<file path="config.mk">
export PLATFORM = sky130hd
export DESIGN_NAME = btn_event_decoder
export DESIGN_NICKNAME = d
export VERILOG_FILES = /design/src/rtl/btn_event_decoder.sv
export SDC_FILE = /design/constraint.sdc
export NUM_CORES = 1
export LEC_CHECK = 0
export CELL_PAD_IN_SITES_DETAIL_PLACEMENT = 1
export CELL_PAD_IN_SITES_GLOBAL_PLACEMENT = 2
export CORE_ASPECT_RATIO = 1.5
export CORE_MARGIN = 1
export CORE_UTILIZATION = 40
export DETAILED_ROUTE_END_ITERATION = 16
export PLACE_DENSITY = 0.84
export SYNTH_ARGS = -nofsm -noshare
export SYNTH_HDL_FRONTEND = slang
export SYNTH_SLANG_ARGS = --single-unit
</file>
<file path="constraint.sdc">
create_clock -name clk -period 4 [get_ports clk]
set_clock_uncertainty 0.05 [all_clocks]
set_input_delay 1.2 -clock clk [delete_from_list [all_inputs] [get_ports clk]]
set_output_delay 1.2 -clock clk [all_outputs]
set_load 0.05 [all_outputs]
</file>
<file path="src/rtl/btn_event_decoder.sv">
// ============================================================================
//  Module   : btn_event_decoder
//  Purpose  : Turns debounced button levels into one-cycle game events and
//             the test-mode flag. Optional auto-repeat on heal/feed is built
//             only when BTN_REPEAT_EN is defined.
//  Revision : 1.0  initial release
// ============================================================================
`default_nettype none

module btn_event_decoder #(
  parameter int TICKS_PER_MS = 50000,
  parameter int HOLD_RST_MS  = 5000,
  parameter int HOLD_TST_MS  = 3000,
  parameter int REPEAT_MS    = 500
) (
  input  logic clk,
  input  logic rst,
  input  logic btn_salud,
  input  logic btn_hambre,
  input  logic btn_reset,
  input  logic btn_test,
  output logic ev_curar,
  output logic ev_alimentar,
  output logic ev_reset_juego,
  output logic ev_test_step,
  output logic test_mode
);

  localparam int TW = (TICKS_PER_MS > 1) ? $clog2(TICKS_PER_MS) : 1;
  localparam logic [15:0] HOLD_R = 16'(HOLD_RST_MS);
  localparam logic [15:0] HOLD_T = 16'(HOLD_TST_MS);

  typedef enum logic [1:0] {R_IDLE = 2'd0, R_COUNT = 2'd1, R_WAIT = 2'd2} r_state_t;
  typedef enum logic [1:0] {T_IDLE = 2'd0, T_COUNT = 2'd1, T_WAIT = 2'd2} t_state_t;

  function automatic logic [15:0] sat_inc(input logic [15:0] v);
    return (v == 16'hFFFF) ? v : v + 16'd1;
  endfunction

  // Bit order of the button vectors: {test, reset, hambre, salud}
  logic [3:0] smp, prv;
  logic [3:0] press, rel;
  logic [TW-1:0] tick_cnt;
  logic tick;

  r_state_t r_state, r_state_nx;
  t_state_t t_state, t_state_nx;
  logic [15:0] r_cnt, r_cnt_nx, t_cnt, t_cnt_nx;
  logic lockout, lockout_nx, mode_nx;
  logic rst_fire, tst_fire, step, block;
  logic curar_nx, alimentar_nx, step_nx;
  logic [1:0] rep_hit;

  assign press = smp & ~prv;
  assign rel   = ~smp & prv;
  assign tick  = (tick_cnt == TW'(TICKS_PER_MS - 1));

  always_comb begin
    r_state_nx = r_state;
    r_cnt_nx   = r_cnt;
    rst_fire   = 1'b0;
    unique case (r_state)
      R_IDLE: if (press[2]) begin
        r_state_nx = R_COUNT;
        r_cnt_nx   = '0;
      end
      R_COUNT: begin
        if (rel[2]) begin
          r_state_nx = R_IDLE;
        end else if (tick) begin
          r_cnt_nx = sat_inc(r_cnt);
          if (r_cnt_nx >= HOLD_R) begin
            rst_fire   = 1'b1;
            r_state_nx = R_WAIT;
          end
        end
      end
      R_WAIT:  if (!smp[2]) r_state_nx = R_IDLE;
      default: r_state_nx = R_IDLE;
    endcase

    t_state_nx = t_state;
    t_cnt_nx   = t_cnt;
    tst_fire   = 1'b0;
    step       = 1'b0;
    if (lockout) begin
      t_state_nx = T_IDLE;
    end else begin
      unique case (t_state)
        T_IDLE: if (press[3]) begin
          t_state_nx = T_COUNT;
          t_cnt_nx   = '0;
        end
        T_COUNT: begin
          if (rel[3]) begin
            t_state_nx = T_IDLE;
            step       = test_mode;
          end else if (tick) begin
            t_cnt_nx = sat_inc(t_cnt);
            if (t_cnt_nx >= HOLD_T) begin
              tst_fire   = 1'b1;
              t_state_nx = T_WAIT;
            end
          end
        end
        T_WAIT:  if (!smp[3]) t_state_nx = T_IDLE;
        default: t_state_nx = T_IDLE;
      endcase
    end

    // A game reset overrides whatever the test FSM decided this cycle
    mode_nx = test_mode;
    if (rst_fire) begin
      mode_nx    = 1'b0;
      t_state_nx = T_IDLE;
    end else if (tst_fire) begin
      mode_nx = ~test_mode;
    end

    lockout_nx = lockout;
    if (rst_fire)        lockout_nx = 1'b1;
    else if (smp == '0)  lockout_nx = 1'b0;

    block        = lockout | rst_fire;
    curar_nx     = (press[0] | rep_hit[0]) & ~block;
    alimentar_nx = (press[1] | rep_hit[1]) & ~block;
    step_nx      = step & ~block;
  end

`ifdef BTN_REPEAT_EN
  localparam logic [15:0] REP = 16'(REPEAT_MS);
  logic [1:0][15:0] rp_cnt, rp_cnt_nx;

  always_comb begin
    rp_cnt_nx = rp_cnt;
    rep_hit   = '0;
    for (int i = 0; i < 2; i++) begin
      if (press[i]) begin
        rp_cnt_nx[i] = '0;
      end else if (smp[i] && !block && tick) begin
        rp_cnt_nx[i] = sat_inc(rp_cnt[i]);
        if (rp_cnt_nx[i] >= REP) begin
          rep_hit[i]   = 1'b1;
          rp_cnt_nx[i] = '0;
        end
      end
    end
  end

  always_ff @(posedge clk) begin
    if (rst) rp_cnt <= '0;
    else     rp_cnt <= rp_cnt_nx;
  end
`else
  // REPEAT_MS only matters for the auto-repeat build
  assign rep_hit = (REPEAT_MS < 0) ? 2'b11 : 2'b00;
`endif

  always_ff @(posedge clk) begin
    if (rst) begin
      // Previous samples start high so a button held through reset is not a press
      smp            <= '1;
      prv            <= '1;
      tick_cnt       <= '0;
      r_state        <= R_IDLE;
      t_state        <= T_IDLE;
      r_cnt          <= '0;
      t_cnt          <= '0;
      lockout        <= 1'b0;
      test_mode      <= 1'b0;
      ev_curar       <= 1'b0;
      ev_alimentar   <= 1'b0;
      ev_reset_juego <= 1'b0;
      ev_test_step   <= 1'b0;
    end else begin
      smp            <= {btn_test, btn_reset, btn_hambre, btn_salud};
      prv            <= smp;
      tick_cnt       <= tick ? '0 : tick_cnt + TW'(1);
      r_state        <= r_state_nx;
      t_state        <= t_state_nx;
      r_cnt          <= r_cnt_nx;
      t_cnt          <= t_cnt_nx;
      lockout        <= lockout_nx;
      test_mode      <= mode_nx;
      ev_curar       <= curar_nx;
      ev_alimentar   <= alimentar_nx;
      ev_reset_juego <= rst_fire;
      ev_test_step   <= step_nx;
    end
  end

endmodule

`default_nettype wire
</file>
==> metrics.md <==
| Metric | Value |
|---|---|
| Status | `finished, final reports clean` |
| # H-tree levels | `3` |
| Synth Area per Inst | `a little over 8 um^2` |
| Max-cap viol count | `0` |
| Count of final setup violators | `0` |
| First-pass GRT wire length | `about 16 mm` |
| CP Class | `register to register` |
| Final hold viol count | `0` |
| CTS tree | `done` |
| Worst Path Max Fanout | `12` |
| Die ar. | `0.00960 mm^2` |
| Yosys warns | `0` |
| Finished Core Util | `about 46%` |
| DR WL/cell | `17.6 um` |
| Pins Over Slew Limit | `0` |
| Post-layout instance area | `between 0.004 and 0.005 mm^2` |
| Chip height | `~120 um` |
| Clk buf depth | `2` |
| First-pass DRT Iterations | `4` |
| Netlist cell types | `between 50 and 60` |
| Iteration-0 DRC Markers | `97` |
| Synth top area share | `35.9%` |
| Setup TNS | `0 ns` |
| Die width | `about 80 um` |
| Hold Path Class | `register to register` |
| Area contributors post-synth | `dfxtp_1 (36%), a21oi_1 (5.4%), nor2_1 (5.3%)` |
| Residual DRC | `0` |
| Seq/Total Area, Yosys | `~36%` |
| Period utilization | `75.2%` |
| Layout cells sized above 1 | `~10%` |
| Asr flop ratio synth | `0%` |
| Post-route antenna net violation count | `0` |
| Slew @ Worst Pin | `0.709 ns` |
| Startpoint Class | `register` |
| Via count of the first global-routing pass | `about 3500` |
| Post-CTS setup buffer count | `0` |
| Layout Nets | `455` |
| Largest net degree at the start of global routing | `38` |
| Vias/cell | `just over 6` |
| Area delta synth->final | `10.3%` |
| CP Data Required Time | `~4.2 ns` |
| Hold_buf cts | `0` |
| Core area | `roughly 0.0089 mm^2` |
| Post-synth top area cell | `dfxtp_1` |
| Cells after Synth | `~460` |
| Post-DP Area | `0.00379 mm^2` |
| Gr usage total | `between 20% and 30%` |
| Leakage | `about 1.4 nW` |
| GP Congestion | `a little over 0.8` |
| Pwr Density | `about 360 mW/mm^2` |
| Clk slew on worst S/H paths | `0.06 ns` |
| Netlist Area Pre-Place | `0.00368 mm^2` |
| Slew headroom | `52.3%` |
| Post-synth top flop | `dfxtp_1` |
| Final Worst Setup Slack | `0.990 ns` |
| Initial Utilization | `41.4%` |
| Number of flops mapped to enable cells by yosys | `0` |
| Post_cts resized | `0` |
| Setup crit end kind | `register` |
| Antenna cells | `0` |
| Via count | `approximately 3400` |
| Post-DP HPWL | `~7.1 mm` |
| Clk sink count | `66` |
| IO buf count | `10` |
| Place WS | `0.989 ns` |
| Synthesis-stage register bit count | `66` |
| Drt total wl | `between 9 and 10 mm` |
| Fmax | `approximately 330 MHz` |
| Synthesized Nets | `464` |
| Root buf cell | `clkbuf_16` |
| Initial antenna violation count | `0` |
| Grt ovf | `0` |
| Num CTS Buffers | `9` |
| RSZ-0062 raised after global routing | `no` |
| Tmin final | `roughly 3.0 ns` |
| CP arrival | `between 3 and 4 ns` |
| Maximum vdd drop | `~0.00021 V` |
| Io pins | `11` |
| Clk_lat worst skew | `approximately 0.33 ns` |
| Row Count | `42` |
## cells in the final DEF, fill, tap and decap left out, drive strengths merged, types with 4 or more instances in the layout
cell            n
nand2          22
nand4          13
xor2            8
xnor2          11
clkdlybuf4s50  10
inv             5
mux2i           6
dfxtp          66
o211ai          4
a31oi          10
clkbuf         10
and3           13
or2            10
buf             4
or3             6
nand3          23
nor3           24
nor2b           4
a311oi          5
a21oi          40
nand2b          6
nand3b          5
nor3b           4
o21ai          22
a211oi          6
clkinv          4
and4            9
nor4           10
nor2           52
## synth_stat cells (7+ instances only)
master and count:
nand4_1 9, and3_1 12, or2_2 10, o21ai_0 22
clkbuf_1 19, nand3_1 23, and4_1 9, nor4_1 7
dfxtp_1 66, a21oi_1 40, nor2_1 52, xor2_1 8
nor3_1 24, a31oi_1 10, buf_2 12, nand2_1 22
xnor2_1 11
## area by class of cell
cell class | instances | area [um^2]
inverter | 5 | 18.8
timing repair buffer | 14 | 130
fill | 1073 | 4820
clock inverter | 5 | 31.3
tap | 110 | 138
clock buffer | 10 | 239
multi-input combinational | 350 | 2180
sequential | 66 | 1320
## path summary, 6_finish.rpt
check,from,to,slack (ns),cells after the start
min,prv[1]$_SDFF_PP1_,ev_alimentar$_SDFF_PP0_,0.35,1
max,t_cnt[1]$_SDFFE_PP0P_,test_mode$_SDFFE_PP0P_,0.99,8
max reg2reg,t_cnt[1]$_SDFFE_PP0P_,test_mode$_SDFFE_PP0P_,0.99,8
min reg2reg,prv[1]$_SDFF_PP1_,ev_alimentar$_SDFF_PP0_,0.35,1
## kinds of logic after synthesis
logic type / after synthesis / share of synthesized area (%)
AND/OR/NAND/NOR: 211 / 32.3
adder cells (fa/ha/maj): 3 / 1.02
XOR/XNOR: 19 / 4.52
buffers and inverters: 39 / 4.79
AO/OA/AOI/OAI: 111 / 19.9
flip-flops: 66 / 35.9
multiplexers: 6 / 1.63
## power breakdown
part           total, mW  switching, mW  internal [mW]
sequential         0.675        0.00793          0.667
clock              0.722          0.292          0.430
combinational     0.0756         0.0480         0.0277
total               1.47          0.348           1.12
## flip-flops by register name (all words and copies together) (netlist names)
| name | cells |
|---|---|
| t_cnt | 16 |
| test_mode | 1 |
| r_cnt | 16 |
| ev_test_step | 1 |
| r_state | 2 |
| prv | 4 |
| lockout | 1 |
| ev_alimentar | 1 |
| ev_curar | 1 |
| smp | 4 |
| ev_reset_juego | 1 |
| tick_cnt | 16 |
| t_state | 2 |
## stage by stage
step	instances	power, mW	hold WS (ns)
after global placement	545	0.764	0.332
after global routing	560	1.53	0.359
final	560	1.47	0.349
after CTS	560	1.50	0.347
after floorplan	455	0.739	0.323
after detailed placement	545	0.767	0.338
## layer usage
metal / global-route usage [%] / wire length [um] / vias to the layer above
met3: 4.06 / 184 / 26
met2: 40.4 / 5230 / 45
met4: 13.5 / 383 / 0
met5: 0 / 0 / -
li1: - / - / 1664
met1: 23.3 / 4080 / 1682
## critical path, cell delays in order, from the launching register on
cell	delay (ns)
dfxtp_1	0.39
ha_1	0.23
nand3_1	0.38
or4_4	0.71
o211ai_1	0.13
nand3b_1	0.09
a221o_1	0.39
a2111oi_2	0.36
mux2i_1	0.21
No activity file was read; power rests on OpenSTA's default activity.
